===== src/rtl/sip_slice_seq.sv =====
// ============================================================================
//  Module   : sip_slice_seq
//  Brief    : Bit-serial slice sequencer for the SIP dot-product datapath.
//             Optional macro SIP_SEQ_PIPE_EN adds a register stage on i_DotSum.
//  Revision : 1.0  initial release
// ============================================================================
`default_nettype none

module sip_slice_seq #(
    parameter int BITS_SIP_DOT_ADDER = 10,
    parameter int BITS_ACC           = 24
) (
    input  logic                                 i_CLK,
    input  logic                                 i_RSTn,
    input  logic                                 i_Start,
    output logic                                 o_Ready,
    input  logic [1:0]                           i_PrecA,
    input  logic [1:0]                           i_PrecW,
    input  logic                                 i_SignedA,
    input  logic                                 i_SignedW,
    input  logic                                 i_Abort,
    output logic [1:0]                           o_SliceA,
    output logic [1:0]                           o_SliceW,
    output logic                                 o_SignI,
    output logic                                 o_SignW,
    input  logic signed [BITS_SIP_DOT_ADDER-1:0] i_DotSum,
    output logic signed [BITS_ACC-1:0]           o_Acc,
    output logic                                 o_Valid,
    input  logic                                 i_Ready
);

    typedef enum logic [1:0] {
        S_IDLE = 2'd0,
        S_RUN  = 2'd1,
        S_DONE = 2'd2
    } state_t;

    state_t                      state_q, state_d;
    logic [1:0]                  last_a_q, last_a_d;
    logic [1:0]                  last_w_q, last_w_d;
    logic                        sgn_a_q, sgn_a_d;
    logic                        sgn_w_q, sgn_w_d;
    logic [1:0]                  slice_a_q, slice_a_d;
    logic [1:0]                  slice_w_q, slice_w_d;
    logic signed [BITS_ACC-1:0]  acc_q, acc_d;

    logic [3:0]                  shamt;
    logic                        last_w_pos;
    logic                        last_pair;
    logic                        run_active;

    // Highest slice index for a precision code; 11 behaves like 8-bit.
    function automatic logic [1:0] prec_last(input logic [1:0] prec);
        case (prec)
            2'b00:   prec_last = 2'd0;
            2'b01:   prec_last = 2'd1;
            default: prec_last = 2'd3;
        endcase
    endfunction

    assign shamt      = {({1'b0, slice_a_q} + {1'b0, slice_w_q}), 1'b0};
    assign last_w_pos = (slice_w_q == last_w_q);
    assign last_pair  = last_w_pos && (slice_a_q == last_a_q);

`ifdef SIP_SEQ_PIPE_EN
    logic signed [BITS_SIP_DOT_ADDER-1:0] pdot_q, pdot_d;
    logic [3:0]                           pshamt_q, pshamt_d;
    logic                                 pvld_q, pvld_d;
    logic                                 drain_q, drain_d;
    logic signed [BITS_ACC-1:0]           pdot_ext;

    assign pdot_ext   = BITS_ACC'(pdot_q);
    assign run_active = (state_q == S_RUN) && !drain_q;
`else
    logic signed [BITS_ACC-1:0]           dot_ext;

    assign dot_ext    = BITS_ACC'(i_DotSum);
    assign run_active = (state_q == S_RUN);
`endif

    assign o_Ready  = (state_q == S_IDLE);
    assign o_Valid  = (state_q == S_DONE);
    assign o_Acc    = acc_q;
    assign o_SliceA = slice_a_q;
    assign o_SliceW = slice_w_q;
    assign o_SignI  = run_active && sgn_a_q && (slice_a_q == last_a_q);
    assign o_SignW  = run_active && sgn_w_q && last_w_pos;

    always_comb begin
        state_d   = state_q;
        last_a_d  = last_a_q;
        last_w_d  = last_w_q;
        sgn_a_d   = sgn_a_q;
        sgn_w_d   = sgn_w_q;
        slice_a_d = slice_a_q;
        slice_w_d = slice_w_q;
        acc_d     = acc_q;
`ifdef SIP_SEQ_PIPE_EN
        pdot_d    = pdot_q;
        pshamt_d  = pshamt_q;
        pvld_d    = 1'b0;
        drain_d   = drain_q;
`endif
        case (state_q)
            S_IDLE: begin
                if (i_Start && !i_Abort) begin
                    last_a_d  = prec_last(i_PrecA);
                    last_w_d  = prec_last(i_PrecW);
                    sgn_a_d   = i_SignedA;
                    sgn_w_d   = i_SignedW;
                    slice_a_d = 2'd0;
                    slice_w_d = 2'd0;
                    acc_d     = '0;
`ifdef SIP_SEQ_PIPE_EN
                    drain_d   = 1'b0;
`endif
                    state_d   = S_RUN;
                end
            end
            S_RUN: begin
                if (i_Abort) begin
                    slice_a_d = 2'd0;
                    slice_w_d = 2'd0;
                    acc_d     = '0;
`ifdef SIP_SEQ_PIPE_EN
                    drain_d   = 1'b0;
`endif
                    state_d   = S_IDLE;
                end else begin
`ifdef SIP_SEQ_PIPE_EN
                    if (pvld_q) begin
                        acc_d = acc_q + (pdot_ext << pshamt_q);
                    end
                    if (drain_q) begin
                        drain_d = 1'b0;
                        state_d = S_DONE;
                    end else begin
                        pdot_d   = i_DotSum;
                        pshamt_d = shamt;
                        pvld_d   = 1'b1;
                        if (last_pair) begin
                            drain_d = 1'b1;
                        end
                    end
`else
                    acc_d = acc_q + (dot_ext << shamt);
                    if (last_pair) begin
                        state_d = S_DONE;
                    end
`endif
                    // Weight slice is the inner loop; both wrap to 0 after the last pair.
                    if (run_active) begin
                        if (last_w_pos) begin
                            slice_w_d = 2'd0;
                            slice_a_d = last_pair ? 2'd0 : slice_a_q + 2'd1;
                        end else begin
                            slice_w_d = slice_w_q + 2'd1;
                        end
                    end
                end
            end
            S_DONE: begin
                if (i_Abort) begin
                    acc_d   = '0;
                    state_d = S_IDLE;
                end else if (i_Ready) begin
                    state_d = S_IDLE;
                end
            end
            default: begin
                state_d = S_IDLE;
            end
        endcase
    end

    always_ff @(posedge i_CLK or negedge i_RSTn) begin
        if (!i_RSTn) begin
            state_q   <= S_IDLE;
            last_a_q  <= 2'd0;
            last_w_q  <= 2'd0;
            sgn_a_q   <= 1'b0;
            sgn_w_q   <= 1'b0;
            slice_a_q <= 2'd0;
            slice_w_q <= 2'd0;
            acc_q     <= '0;
        end else begin
            state_q   <= state_d;
            last_a_q  <= last_a_d;
            last_w_q  <= last_w_d;
            sgn_a_q   <= sgn_a_d;
            sgn_w_q   <= sgn_w_d;
            slice_a_q <= slice_a_d;
            slice_w_q <= slice_w_d;
            acc_q     <= acc_d;
        end
    end

`ifdef SIP_SEQ_PIPE_EN
    always_ff @(posedge i_CLK or negedge i_RSTn) begin
        if (!i_RSTn) begin
            pdot_q   <= '0;
            pshamt_q <= 4'd0;
            pvld_q   <= 1'b0;
            drain_q  <= 1'b0;
        end else begin
            pdot_q   <= pdot_d;
            pshamt_q <= pshamt_d;
            pvld_q   <= pvld_d;
            drain_q  <= drain_d;
        end
    end
`endif

endmodule

`default_nettype wire


===== config.mk =====
export PLATFORM = sky130hd
export DESIGN_NAME = sip_slice_seq
export DESIGN_NICKNAME = d
export VERILOG_FILES = /design/src/rtl/sip_slice_seq.sv
export SDC_FILE = /design/constraint.sdc
export NUM_CORES = 1
export LEC_CHECK = 0
export ABC_AREA = 1
export CAP_MARGIN = 20
export CORE_UTILIZATION = 40
export DETAILED_ROUTE_END_ITERATION = 10
export PLACE_DENSITY = 0.68
export SETUP_SLACK_MARGIN = 0.5
export SLEW_MARGIN = 15
export SYNTH_ARGS = -nofsm -noshare
export SYNTH_HDL_FRONTEND = slang
export SYNTH_SLANG_ARGS = --single-unit

===== constraint.sdc =====
create_clock -name i_CLK -period 5 [get_ports i_CLK]
set_input_delay 1.5 -clock i_CLK [delete_from_list [all_inputs] [get_ports i_CLK]]
set_output_delay 1.5 -clock i_CLK [all_outputs]
set_load 0.01 [all_outputs]

-- Word-level counts from Yosys, hierarchy flattened
Cells that the tools add are included.
- mux-type cells: 20
- shifts and indexed selects: 1
- equal/unequal tests: 11
- $add $sub $neg: 4
- magnitude comparators: 0
- reductions and logical operators: 17
- div/mod/pow operators: 0
- bitwise logic cells: 0
- multipliers: 0
- operators by type and width (cell ; number):
    $mux 24 ; 3
    $pmux 24 s3 ; 1
    $add 24x24->24 ; 1
    $shl 24x4->24 ; 1
    $mux 2 ; 11
    $pmux 2 s2 ; 4
    $reduce_and 3->1 ; 3
    $eq 2x1->1 const B ; 3
    $logic_and 1x1->1 ; 6
    $logic_not 2->1 ; 3
    $ne 3x3->1 const B ; 2
    $pmux 2 s3 ; 1
    $add 2x1->2 const B ; 2
    $eq 2x2->1 ; 2
    $reduce_and 2->1 ; 2
    $add 2x2->3 ; 1
    $ne 3x2->1 const B ; 1
    $reduce_bool 3->1 ; 1
    $eq 2x2->1 const B ; 1
    $ne 2x1->1 const B ; 1
    $ne 2x2->1 const B ; 1
    $reduce_bool 2->1 ; 1
    $logic_not 1->1 ; 1
- latch bits: 0
- memories kept: 0
- ROM bits: 0
- word-level logic and storage cells: 61
- memory bits (writable): 0
- input bits: 21
- register bits after elaboration: 36
- output and inout port bits: 32

-- Depth between registers and ports, before layout
Gate-level depths: netlist (run 1).
- depth after elaboration: 6
- gate-level depth with buffers: 20
- gate-level depth less buffers: 20

-- Least setup slack after synthesis (run 1)
OpenSTA, ideal clock, no wires.
- path kind: input -> register
- start: input i_DotSum[9]
- end: register acc_q[16] (netlist: o_Acc[16])
- arrival time: 3.036 ns
- library setup time: 0.117 ns
- stages: 15
- required time: 4.883 ns
- path buffers: 0
- path slack: 1.847 ns
- path through: nor2_1 -> a21oi_1 -> nand2_1 -> o21ai_0 -> nand2_1 -> o21ai_0 -> ha_1 -> nand2_1 -> inv_1 -> a21oi_1 -> inv_1 -> a21oi_1 -> nand3b_1 -> nand3_1 -> nand2_1
- longest elaborated chain between the ends: 4
- ends and longest elaborated chain (item ; line ; RTL):
    start: declaration ; 26 ; input logic signed [BITS_SIP_DOT_ADDER-1:0] i_DotSum,
    $shl 24x4->24 ; 146 ; acc_d = acc_q + (dot_ext << shamt);
    $add 24x24->24 ; 146 ;
    $mux 24 ; 121 ; if (i_Abort) begin
    $pmux 24 s3 ; 104 ; case (state_q)
    end signal: assignment ; 185 ; acc_q <= '0;
    end signal: assignment ; 194 ; acc_q <= acc_d;
    end: declaration ; 45 ; logic signed [BITS_ACC-1:0] acc_q, acc_d;
No other way between the ends.
A chain may end at the register's enable or synchronous reset.

-- Worst setup path after layout (run 1)
- start: input i_DotSum[9]
- end: register acc_q[19] (netlist: o_Acc[19])
Same word-level chain as after synthesis.

==> results of run 1 <==
## state kept, by name, summed over array words and instances (netlist names)
signal / cells
state_q: 2
sgn_a_q: 1
sgn_w_q: 1
last_w_q: 2
o_Acc: 24
o_SliceW: 2
last_a_q: 2
o_SliceA: 2
## cell usage after synthesis (2+ instances only)
cell / number / share of area [%]
mux2i_1: 2 / 0.55
clkinv_1: 2 / 0.21
clkbuf_1: 3 / 0.31
nand3_1: 35 / 4.8
dfrtp_1: 36 / 25
inv_1: 98 / 10
o21ai_2: 3 / 0.73
nand4_1: 8 / 1.4
a22o_1: 2 / 0.49
nand2_1: 246 / 26
buf_6: 2 / 0.62
fa_1: 2 / 1.1
a21oi_1: 29 / 4.0
o31ai_1: 2 / 0.42
xor2_1: 3 / 0.73
o21ai_0: 34 / 4.7
inv_2: 2 / 0.21
nor2_1: 56 / 5.8
nand3b_1: 3 / 0.62
nor3_1: 4 / 0.55
a31oi_1: 3 / 0.52
ha_1: 24 / 8.3
## stage by stage
step / utilization (%) / std cells / power, mW / setup WS, ns / hold slack [ns]
5_1_grt: 49.67 / 773 / 3.008 / 0.9202 / 0.5150
6_report: 49.67 / 773 / 2.730 / 1.104 / 0.4927
4_1_cts: 49.67 / 773 / 2.718 / 1.167 / 0.5010
2_1_floorplan: - / 612 / 1.843 / 1.847 / 0.4492
3_3_place_gp: 48.39 / 765 / 2.403 / 0.8291 / 0.4780
3_5_place_dp: 48.39 / 765 / 2.436 / 0.8620 / 0.4779
## power breakdown
| group | switching, mW | leakage (nW) | internal [mW] | total, mW |
|---|---|---|---|---|
| Sequential | 0.106 | 0.476 | 0.401 | 0.507 |
| Clock | 0.122 | 0.0541 | 0.148 | 0.270 |
| Combinational | 1.26 | 1.87 | 0.693 | 1.95 |
## worst register-to-register path, stage by stage, from the launching register on
cell and delay, ns:
dfrtp_1 0.49, ha_1 0.19, inv_1 0.04, fa_1 0.74, inv_1 0.27, nor2_1 0.18, inv_1 0.08, o21ai_0 0.14
mux2i_1 0.15, ha_1 0.38, nand2_1 0.16, inv_1 0.08, a21oi_1 0.19, nand2_1 0.11, inv_1 0.07, nand2_1 0.12
nand2_1 0.09, nand2_1 0.06, o21ai_2 0.11
## placed cells by master, fill, tap and decap left out, types with 4 or more instances in the layout
cell type / n
a21oi_1: 29
clkbuf_8: 5
clkdlybuf4s50_1: 51
dfrtp_1: 36
ha_1: 24
inv_1: 98
nand2_1: 246
nand3_1: 35
nand4_1: 8
nor2_1: 56
nor3_1: 4
o21ai_0: 34
## worst paths after layout
| path | start | end | depth (start not counted) |
|---|---|---|---|
| min reg2reg | sgn_w_q | sgn_w_q | 2 |
| min | sgn_w_q | sgn_w_q | 2 |
| min in group asynchronous | i_RSTn | o_Acc[20] | 1 |
| max | i_DotSum[9] | o_Acc[19] | 16 |
| max in group asynchronous | i_RSTn | o_Acc[13] | 1 |
| max reg2reg | o_SliceA[0] | o_Acc[13] | 18 |
## kinds of logic (layout without fill, tap and decap cells)
group           after synthesis  after routing  synth area share (%)
simple gates                360            360                 40.80
buf+inv                     110            163                 11.98
fa+ha+maj                    26             26                 9.422
xor+xnor                      3              3                0.7275
compound gates               75             75                 11.57
flops                        36             36                 24.94
mux                           2              2                0.5542
## metal layers
layer  GRT usage [%]  up-vias
met3           3.324       18
met1           28.97     1831
met5               0        -
met2           40.79      118
met4           6.544        0
li1                -     2024
## cell type report
cell class              count  area (um2)  area share (%)
clock buffers               5       68.82           1.589
clock inverters             3       42.54          0.9821
inverters                 102       382.9           8.839
multi-input cells         466        2278           52.60
flip-flops and latches     36       900.9           20.80
well taps                 108       135.1           3.120
repair buffers             53       523.0           12.07
==> qor.yml, run 1 <==
cts:
  root_buffer: "clkbuf_8"
  clk_pin_slew_ns: 0.08
  numClockSinks: 36
  cts_hold_buf: 0
  cts_tree: "done"
  post-cts-setup-buffers: 0
  cts_buffers: 5
  cts.path.max_buffers: 2
  cts_resized: 0
  htree_levels: 2
  clkLatencyLatePin_ns: 0.30
sta:
  fin_crit_ns: 3.896
  timing.final.crit_share_pct: 77.91
  hold_viol: 0
  final_max_slew_viol_count: 0
  setup_viol: 0
  slew_headroom_pct: 43.28
  fin_tns_setup_ns: 0
  rsz0062_at_grt: "no"
  worstMarginPinSlew_ns: 0.8508
  fmax_mhz: 256.7
  skew_ns: 0.005024
routing:
  top_layer: "met4"
  post_drt_wl_per_cell_um: 13.78
  antenna_left: 0
  route.met3.wl_um: 483
  wl_met1_um: 4764
  drtIter0Drc: 241
  routed_wl_um: 10650
  route.detailed.drc: 0
  vias: 3991
  dr.pass1.iters: 5
  via_per_inst: 5.163
  route.met2.wl_um: 5208
yosys:
  synth_area_mm2: 0.003612
  synth_ff_type: "dfrtp_1"
  synth_cells: 612
  synth-edff-count: 0
  synth_nets: 659
  yosys_warnings: 0
  synth_cell_types: 35
  synth-async-reset-ratio_pct: 100.0
  yosysSeqAreaShare_pct: 24.94
  synth.avg_cell_area_um2: 5.902
  ys_ff_latch: 36
layout:
  drive_above_1_share_pct: 3.308
  fin_nets: 711
  fin_area_mm2: 0.004332
  syn_to_final_growth_pct: 19.92
  nFillCells: 882
  n_antenna_cell: 0
setup_path:
  critPathLaunchType: "input pin"
  critPathTopFamily: "simple AND/OR/NAND/NOR gates"
  critical-path-slowest-cell: "clkdlybuf4s50_1"
  crit_buf_inv: 1
  critPathRequiredTime_ns: 5.20
  critPathKind: "in2reg"
  worstPathCellList: "clkdlybuf4s50_1 -> nor2_1 -> a21oi_1 -> nand2_1 -> o21ai_0 -> nand2_1 -> o21ai_0 -> ha_1 -> nand2_1 -> nor2_2 -> nand2_1 -> nand3b_1 -> nand3_1 -> nand2_1 -> nand3_1 -> nand2_1"
  path_common_cell: "nand2_1"
  crit_arrival_ns: 4.09
  critPathCaptureType: "register"
  r2r_setup_slack_ns: 1.27
  slowest_delay_ns: 0.48
  critPathMaxFanout: 6
outcome:
  status: "finished clean"
placed_design:
  place_hpwl_um: 8543
  postPlaceCellArea_mm2: 0.004220
  gp_congestion: 0.9611
  io_buffers: 52
die:
  die_h_um: 97.03
  start_util_pct: 41.42
  die_area_mm2: 0.009415
  io_pins: 53
  core_mm2: 0.008721
  fp.dieW_um: 97.03
  rows: 34
hold_path:
  hold_path.class: "reg2reg"
power_and_ir_drop:
  p_leak_nw: 2.400
  worst_ir_drop_vdd_mv: 0.2294
  p_per_area_mw_per_mm2: 630.3
grt:
  globalRouteOverflowTotal: 0
  grt_pass1_wl_um: 17570
  track_usage_pct: 23.05
  grt_pass1_vias: 3751
  grt_start_max_net_pins: 37
  grt_antenna_before_repair: 0
job:
  cap_viol_max_count: 0
Note: power is estimated with default switching activity, not from simulation.
==> inputs of run 2 (changes only) <==
==> constraint.sdc (replaced) <==
create_clock -name i_CLK -period 3.8 [get_ports i_CLK]
set_input_delay 1.14 -clock i_CLK [delete_from_list [all_inputs] [get_ports i_CLK]]
set_output_delay 1.14 -clock i_CLK [all_outputs]
set_load 0.01 [all_outputs]
==> qor.yml, run 2 (synthesized netlist as in run 1, its figures left out) <==
die:
  core_mm2: 0.008721  # unchanged
  die_h_um: 97.03  # unchanged
  fp.dieW_um: 97.03  # unchanged
  start_util_pct: 41.42  # unchanged
  die_area_mm2: 0.009415  # unchanged
  io_pins: 53  # unchanged
  rows: 34  # unchanged
grt:
  grt_start_max_net_pins: 37  # unchanged
  grt_pass1_vias: 3710  # was 3751
  globalRouteOverflowTotal: 0  # unchanged
  track_usage_pct: 23.37  # was 23.05%
  grt_pass1_wl_um: 17540  # was 17570 um
  grt_antenna_before_repair: 0  # unchanged
routing:
  routed_wl_um: 11050  # was 10650 um
  drtIter0Drc: 188  # was 241
  via_per_inst: 5.150  # was 5.163
  vias: 4063  # was 3991
  antenna_left: 0  # unchanged
  dr.pass1.iters: 5  # unchanged
  route.detailed.drc: 0  # unchanged
  post_drt_wl_per_cell_um: 14.00  # was 13.78 um
placed_design:
  gp_congestion: 0.9455  # was 0.9611
  place_hpwl_um: 8424  # was 8543 um
  dp_cells: 770  # was 765
  io_buffers: 52  # unchanged
  pre_cts_ws_ns: -0.03246  # was 0.8620 ns
sta:
  timing.final.crit_share_pct: 85.51
  worstMarginPinSlew_ns: 0.8386  # was 0.8508 ns
  hold_viol: 0  # unchanged
  setup_viol: 0  # unchanged
  skew_ns: 0.007383  # was 0.005024 ns
  fin_crit_ns: 3.249
  rsz0062_at_grt: "yes"  # was no
  fmax_mhz: 307.8
  final_max_slew_viol_count: 0  # unchanged
  slew_headroom_pct: 44.09  # was 43.28%
  layout_setup_ws_ns: 0.5508  # was 1.104 ns
setup_path:
  crit_buf_inv: 3  # was 1
  path_common_cell: "nand2_1"  # unchanged
  critical-path-slowest-cell: "clkdlybuf4s50_1"  # unchanged
  critPathMaxFanout: 5  # was 6
  critPathLaunchType: "input pin"  # unchanged
  worstPathCellList: "clkdlybuf4s50_1 -> nand2_1 -> o21ai_2 -> buf_4 -> o21ai_2 -> o21ai_2 -> ha_4 -> nand2_2 -> buf_4 -> nor2_4 -> nand2_1 -> nand3b_1 -> nand3_1 -> nand2_1 -> nand3_1 -> nand2_1"  # was clkdlybuf4s50_1 -> nor2_1 -> a21oi_1 -> nand2_1 -> o21ai_0 -> nand2_1 -> o21ai_0 -> ha_1 -> nand2_1 -> nor2_2 -> nand2_1 -> nand3b_1 -> nand3_1 -> nand2_1 -> nand3_1 -> nand2_1
  critPathTopFamily: "simple AND/OR/NAND/NOR gates"  # unchanged
  critPathCaptureType: "register"  # unchanged
  slowest_delay_ns: 0.44  # was 0.48 ns
  critPathKind: "in2reg"  # unchanged
  crit_arrival_ns: 3.43  # was 4.09 ns
  critPathRequiredTime_ns: 3.99  # was 5.20 ns
power_and_ir_drop:
  clockPowerShare_pct: 8.3  # was 9.9%
  p_sw_share_pct: 53.39  # was 54.53%
  worst_ir_drop_vdd_mv: 0.3048  # was 0.2294 mV
  p_per_area_mw_per_mm2: 895.4  # was 630.3 mW/mm2
  p_int_mw: 1.994  # was 1.242 mW
  comb_power_share_pct: 75.7  # was 71.5%
  seq_power_share_pct: 16.0  # was 18.6%
  p_leak_nw: 2.522  # was 2.400 nW
  power_switching_mw: 2.284  # was 1.489 mW
job:
  cap_viol_max_count: 0  # unchanged
layout:
  drive_above_1_share_pct: 16.15  # was 3.308%
  n_antenna_cell: 0  # unchanged
  final_cell_mix: "nand2_1 (229), inv_1 (96), clkdlybuf4s50_1 (48)"  # was nand2_1 (246), inv_1 (98), nor2_1 (56)
  nFillCells: 831  # was 882
  seq_area_um2: 903.4  # was 900.9 um2
  multi_input_area_mm2: 0.002587  # was 0.002278 mm2
  largest_reg_flops: 24  # unchanged
  layout_commonest_cell: "nand2_1"  # unchanged
  fin_nets: 727  # was 711
  finalNonFillerCells: 789  # was 773
  syn_to_final_growth_pct: 32.28  # was 19.92%
hold_path:
  hold_path.class: "reg2reg"  # unchanged
cts:
  numClockSinks: 36  # unchanged
  cts_tree: "done"  # unchanged
  root_buffer: "clkbuf_8"  # unchanged
  cts_hold_buf: 0  # unchanged
  cts_buffers: 5  # unchanged
  clk_pin_slew_ns: 0.09  # was 0.08 ns
  htree_levels: 2  # unchanged
  cts.path.max_buffers: 2  # unchanged
  clkLatencyLatePin_ns: 0.30  # about the same
outcome:
  status: "finished clean"  # unchanged
run 2: power groups by stage:
| stage | clock network (mW) | registers (mW) | logic [mW] |
|---|---|---|---|
| floorplan | 0 | 0.693 | 1.73 |
| global placement | 0 | 0.673 | 2.55 |
| detailed placement | 0 | 0.678 | 2.58 |
| CTS | 0.363 | 0.673 | 2.67 |
| global route | 0.379 | 0.702 | 3.58 |
| finish | 0.356 | 0.683 | 3.24 |
run 2: worst paths after layout:
| kind | slack [ns] | endpoint | start | cells past startpoint |
|---|---|---|---|---|
| setup / recovery | 0.55 | o_Acc[19] | i_DotSum[6] | 16 |
| hold / removal | 0.50 | sgn_w_q | sgn_w_q | 2 |
| setup reg to reg | 0.68 | o_Acc[16] | o_SliceA[0] | 18 |
| hold reg to reg | 0.50 | sgn_w_q | sgn_w_q | 2 |
| max in group asynchronous | 2.28 | o_SliceW[0] | i_RSTn | 1 |
| min in group asynchronous | 0.94 | o_Acc[4] | i_RSTn | 1 |
run 2: routing by layer:
| metal | track usage, % | wire length (um) |
|---|---|---|
| met5 | 0 | 0 |
| met4 | 9.644 | 420 |
| met3 | 3.179 | 496 |
| met2 | 39.06 | 5196 |
| met1 | 30.25 | 4936 |
run 2: per-stage QoR:
step / hold WS (ns) / util (%) / TNS [ns] / power [mW] / instance area (um2)
final: 0.4981 / 54.79 / 0 / 4.278 / 4778
after CTS: 0.4964 / 50.52 / 0 / 3.703 / 4405
after global placement: 0.4791 / 48.82 / 0 / 3.227 / 4258
after floorplan: 0.4492 / - / 0 / 2.426 / 3612
after global routing: 0.5362 / 54.79 / 0 / 4.658 / 4778
after detailed placement: 0.4736 / 48.82 / -0.03246 / 3.260 / 4258
run 2: area by class of cell:
| cell class | count | area share, % |
|---|---|---|
| Clock buffer | 5 | 1.440 |
| Tap cell | 108 | 2.828 |
| Multi-Input combinational cell | 466 | 54.15 |
| Sequential cell | 36 | 18.91 |
| Clock inverter | 3 | 0.8903 |
| Timing Repair Buffer | 69 | 13.54 |
| Inverter | 102 | 8.248 |
run 2: worst register-to-register path: cells and delay by family, from the launching register on:
| kind | cells | cell delay [ns] |
|---|---|---|
| AND/OR/NAND/NOR | 12 | 1.22 |
| buffers and inverters | 3 | 0.32 |
| adder cells (fa/ha/maj) | 3 | 1.06 |
| flip-flops | 1 | 0.42 |
run 2: repair_timing:
item                                   CTS  global route
pin swaps                                3            31
buffers inserted                         2             9
resized for setup                       16            88
endpoints found under the hold margin    0             0
gates cloned                             0             0
setup endpoints to repair               15            17
==> inputs of run 3 (changes only) <==
--- a/config.mk
+++ b/config.mk
@@ -7,6 +7,7 @@
 export LEC_CHECK = 0
 export ABC_AREA = 1
 export CAP_MARGIN = 20
+export CORE_MARGIN = 5
 export CORE_UTILIZATION = 40
 export DETAILED_ROUTE_END_ITERATION = 10
 export PLACE_DENSITY = 0.68
==> qor.yml, run 3 (synthesized netlist as in run 1, its figures left out) <==
layout:
  fin_nets: 727  # unchanged
  drive_above_1_share_pct: 17.77  # was 16.15%
  syn_to_final_growth_pct: 32.11  # was 32.28%
  fin_area_mm2: 0.004772  # was 0.004778 mm2
  finalNonFillerCells: 789  # unchanged
  post-route-util_pct: 54.45  # was 54.79%
  nFillCells: 875  # was 831
  final_cell_mix: "nand2_1 (226), inv_1 (92), clkdlybuf4s50_1 (50)"  # was nand2_1 (229), inv_1 (96), clkdlybuf4s50_1 (48)
  layout_commonest_cell: "nand2_1"  # unchanged
  n_antenna_cell: 0  # unchanged
  largest_reg_flops: 24  # unchanged
sta:
  skew_ns: 0.01828  # was 0.007383 ns
  fmax_mhz: 311.4  # was 307.8 MHz
  timing.final.crit_share_pct: 84.50  # was 85.51%
  setup_viol: 0  # unchanged
  worstMarginPinSlew_ns: 0.8378  # was 0.8386 ns
  hold_viol: 0  # unchanged
  fin_crit_ns: 3.211  # was 3.249 ns
  slew_headroom_pct: 44.15  # was 44.09%
  whs_ns: 0.5028  # was 0.4981 ns
  rsz0062_at_grt: "yes"  # unchanged
  final_max_slew_viol_count: 0  # unchanged
die:
  core_mm2: 0.008763  # was 0.008721 mm2
  fp.dieW_um: 105.0  # was 97.03 um
  rows: 34  # unchanged
  start_util_pct: 41.22  # was 41.42%
  die_h_um: 105.0  # was 97.03 um
  io_pins: 53  # unchanged
  die_area_mm2: 0.01103  # was 0.009415 mm2
power_and_ir_drop:
  p_leak_nw: 2.499  # was 2.522 nW
  finalPower_mw: 4.209  # was 4.278 mW
  p_per_area_mw_per_mm2: 882.0  # was 895.4 mW/mm2
  worst_ir_drop_vdd_mv: 0.3575  # was 0.3048 mV
setup_path:
  critPathMaxFanout: 5  # unchanged
  r2r_setup_slack_ns: 0.67  # was 0.68 ns
  reg2reg_from: "o_SliceA[0]"  # unchanged
  critPathRequiredTime_ns: 4.01  # was 3.99 ns
  critPathKind: "in2reg"  # unchanged
  critPathCaptureType: "register"  # unchanged
  critPathLaunchType: "input pin"  # unchanged
  reg2regPathDepth: 17  # was 18
  reg2reg_to: "o_Acc[19]"  # was o_Acc[16]
  crit_arrival_ns: 3.42  # was 3.43 ns
cts:
  cts.path.max_buffers: 2  # unchanged
  cts_hold_buf: 0  # unchanged
  root_buffer: "clkbuf_8"  # unchanged
  htree_levels: 2  # unchanged
  clk_pin_slew_ns: 0.10  # was 0.09 ns
  cts_tree: "done"  # unchanged
  clkLatencyLatePin_ns: 0.32  # was 0.30 ns
  cts_buffers: 5  # unchanged
  numClockSinks: 36  # unchanged
grt:
  globalRouteOverflowTotal: 0  # unchanged
  grt_start_max_net_pins: 37  # unchanged
  track_usage_pct: 19.84  # was 23.37%
  grt_pass1_vias: 3888  # was 3710
  grt_antenna_before_repair: 0  # unchanged
  grt_pass1_wl_um: 18150  # was 17540 um
routing:
  drtIter0Drc: 140  # was 188
  post_drt_wl_per_cell_um: 14.43  # was 14.00 um
  route.detailed.drc: 0  # unchanged
  antenna_left: 0  # unchanged
  dr.pass1.iters: 5  # unchanged
  vias: 4094  # was 4063
  via_per_inst: 5.189  # was 5.150
  routed_wl_um: 11380  # was 11050 um
hold_path:
  hold_path.class: "reg2reg"  # unchanged
  whs_endpoint: "sgn_a_q"  # was sgn_w_q
  hold_path_depth: 2  # unchanged
  holdCritStartpoint: "sgn_a_q"  # was sgn_w_q
placed_design:
  postPlaceCellArea_mm2: 0.004250  # was 0.004258 mm2
  place_hpwl_um: 8702  # was 8424 um
  dp_cells: 769  # was 770
  io_buffers: 52  # unchanged
  gp_congestion: 0.9561  # was 0.9455
outcome:
  status: "finished clean"  # unchanged
job:
  cap_viol_max_count: 0  # unchanged
## run 3: cell type report
| type | instances | area [um2] | area share (%) |
|---|---|---|---|
| well taps | 108 | 135.1 | 2.832 |
| multi-input cells | 466 | 2610 | 54.69 |
| flip-flops and latches | 36 | 900.9 | 18.88 |
| clock inverters | 3 | 23.77 | 0.4982 |
| inverters | 102 | 391.6 | 8.207 |
| repair buffers | 69 | 641.9 | 13.45 |
| clock buffers | 5 | 68.82 | 1.442 |
## run 3: worst max path at each step
| stage | startpoint | endpoint | slack [ns] | cells after the start |
|---|---|---|---|---|
| after floorplan | o_SliceA[0] | o_Acc[12] | 0.77 | 18 |
| after global placement | i_DotSum[6] | o_Acc[19] | 0.01 | 15 |
| after detailed placement | i_DotSum[6] | o_Acc[19] | -0.02 | 15 |
| after CTS | i_DotSum[5] | o_Acc[13] | 0.50 | 14 |
| after global routing | i_DotSum[7] | o_Acc[16] | 0.43 | 17 |
| final | i_DotSum[5] | o_Acc[19] | 0.59 | 15 |
## run 3: power by group
group	internal, mW	total, mW	switching [mW]
Sequential	0.527	0.678	0.151
Combinational	1.25	3.23	1.98
Clock	0.130	0.303	0.172
## run 3: metrics by stage
step	setup TNS, ns	worst slack [ns]
2_1_floorplan	0	0.7675
3_3_place_gp	0	0.01162
3_5_place_dp	-0.01695	-0.01695
4_1_cts	0	0.5046
5_1_grt	0	0.4317
6_report	0	0.5891
## run 3: worst max-delay path: stages
cell and delay (ns):
clkdlybuf4s50_1 0.45, nand2_1 0.10, o21ai_2 0.07, o21ai_1 0.19, nor2_1 0.11, ha_1 0.36
nand2_1 0.13, buf_4 0.16, nor2_4 0.14, nand2_1 0.07, nand3b_1 0.22, nand3_1 0.12
nand2_1 0.05, nand3_1 0.06, nand2_1 0.05
## run 3: timing repair
action / in CTS / in global routing
setup endpoints to repair: 14 / 16
setup buffers: 2 / 10
resized for setup: 21 / 90
cloned: 0 / 0
pin swaps: 2 / 27
## run 3: layer usage
layer | share of wire [%] | vias to the layer above | global-route usage [%]
met5 | 0 | - | 0
met4 | 3.9 | 0 | 7.945
met3 | 5.1 | 34 | 2.836
met2 | 48 | 142 | 34.17
met1 | 43 | 1862 | 24.82
li1 | - | 2056 | -
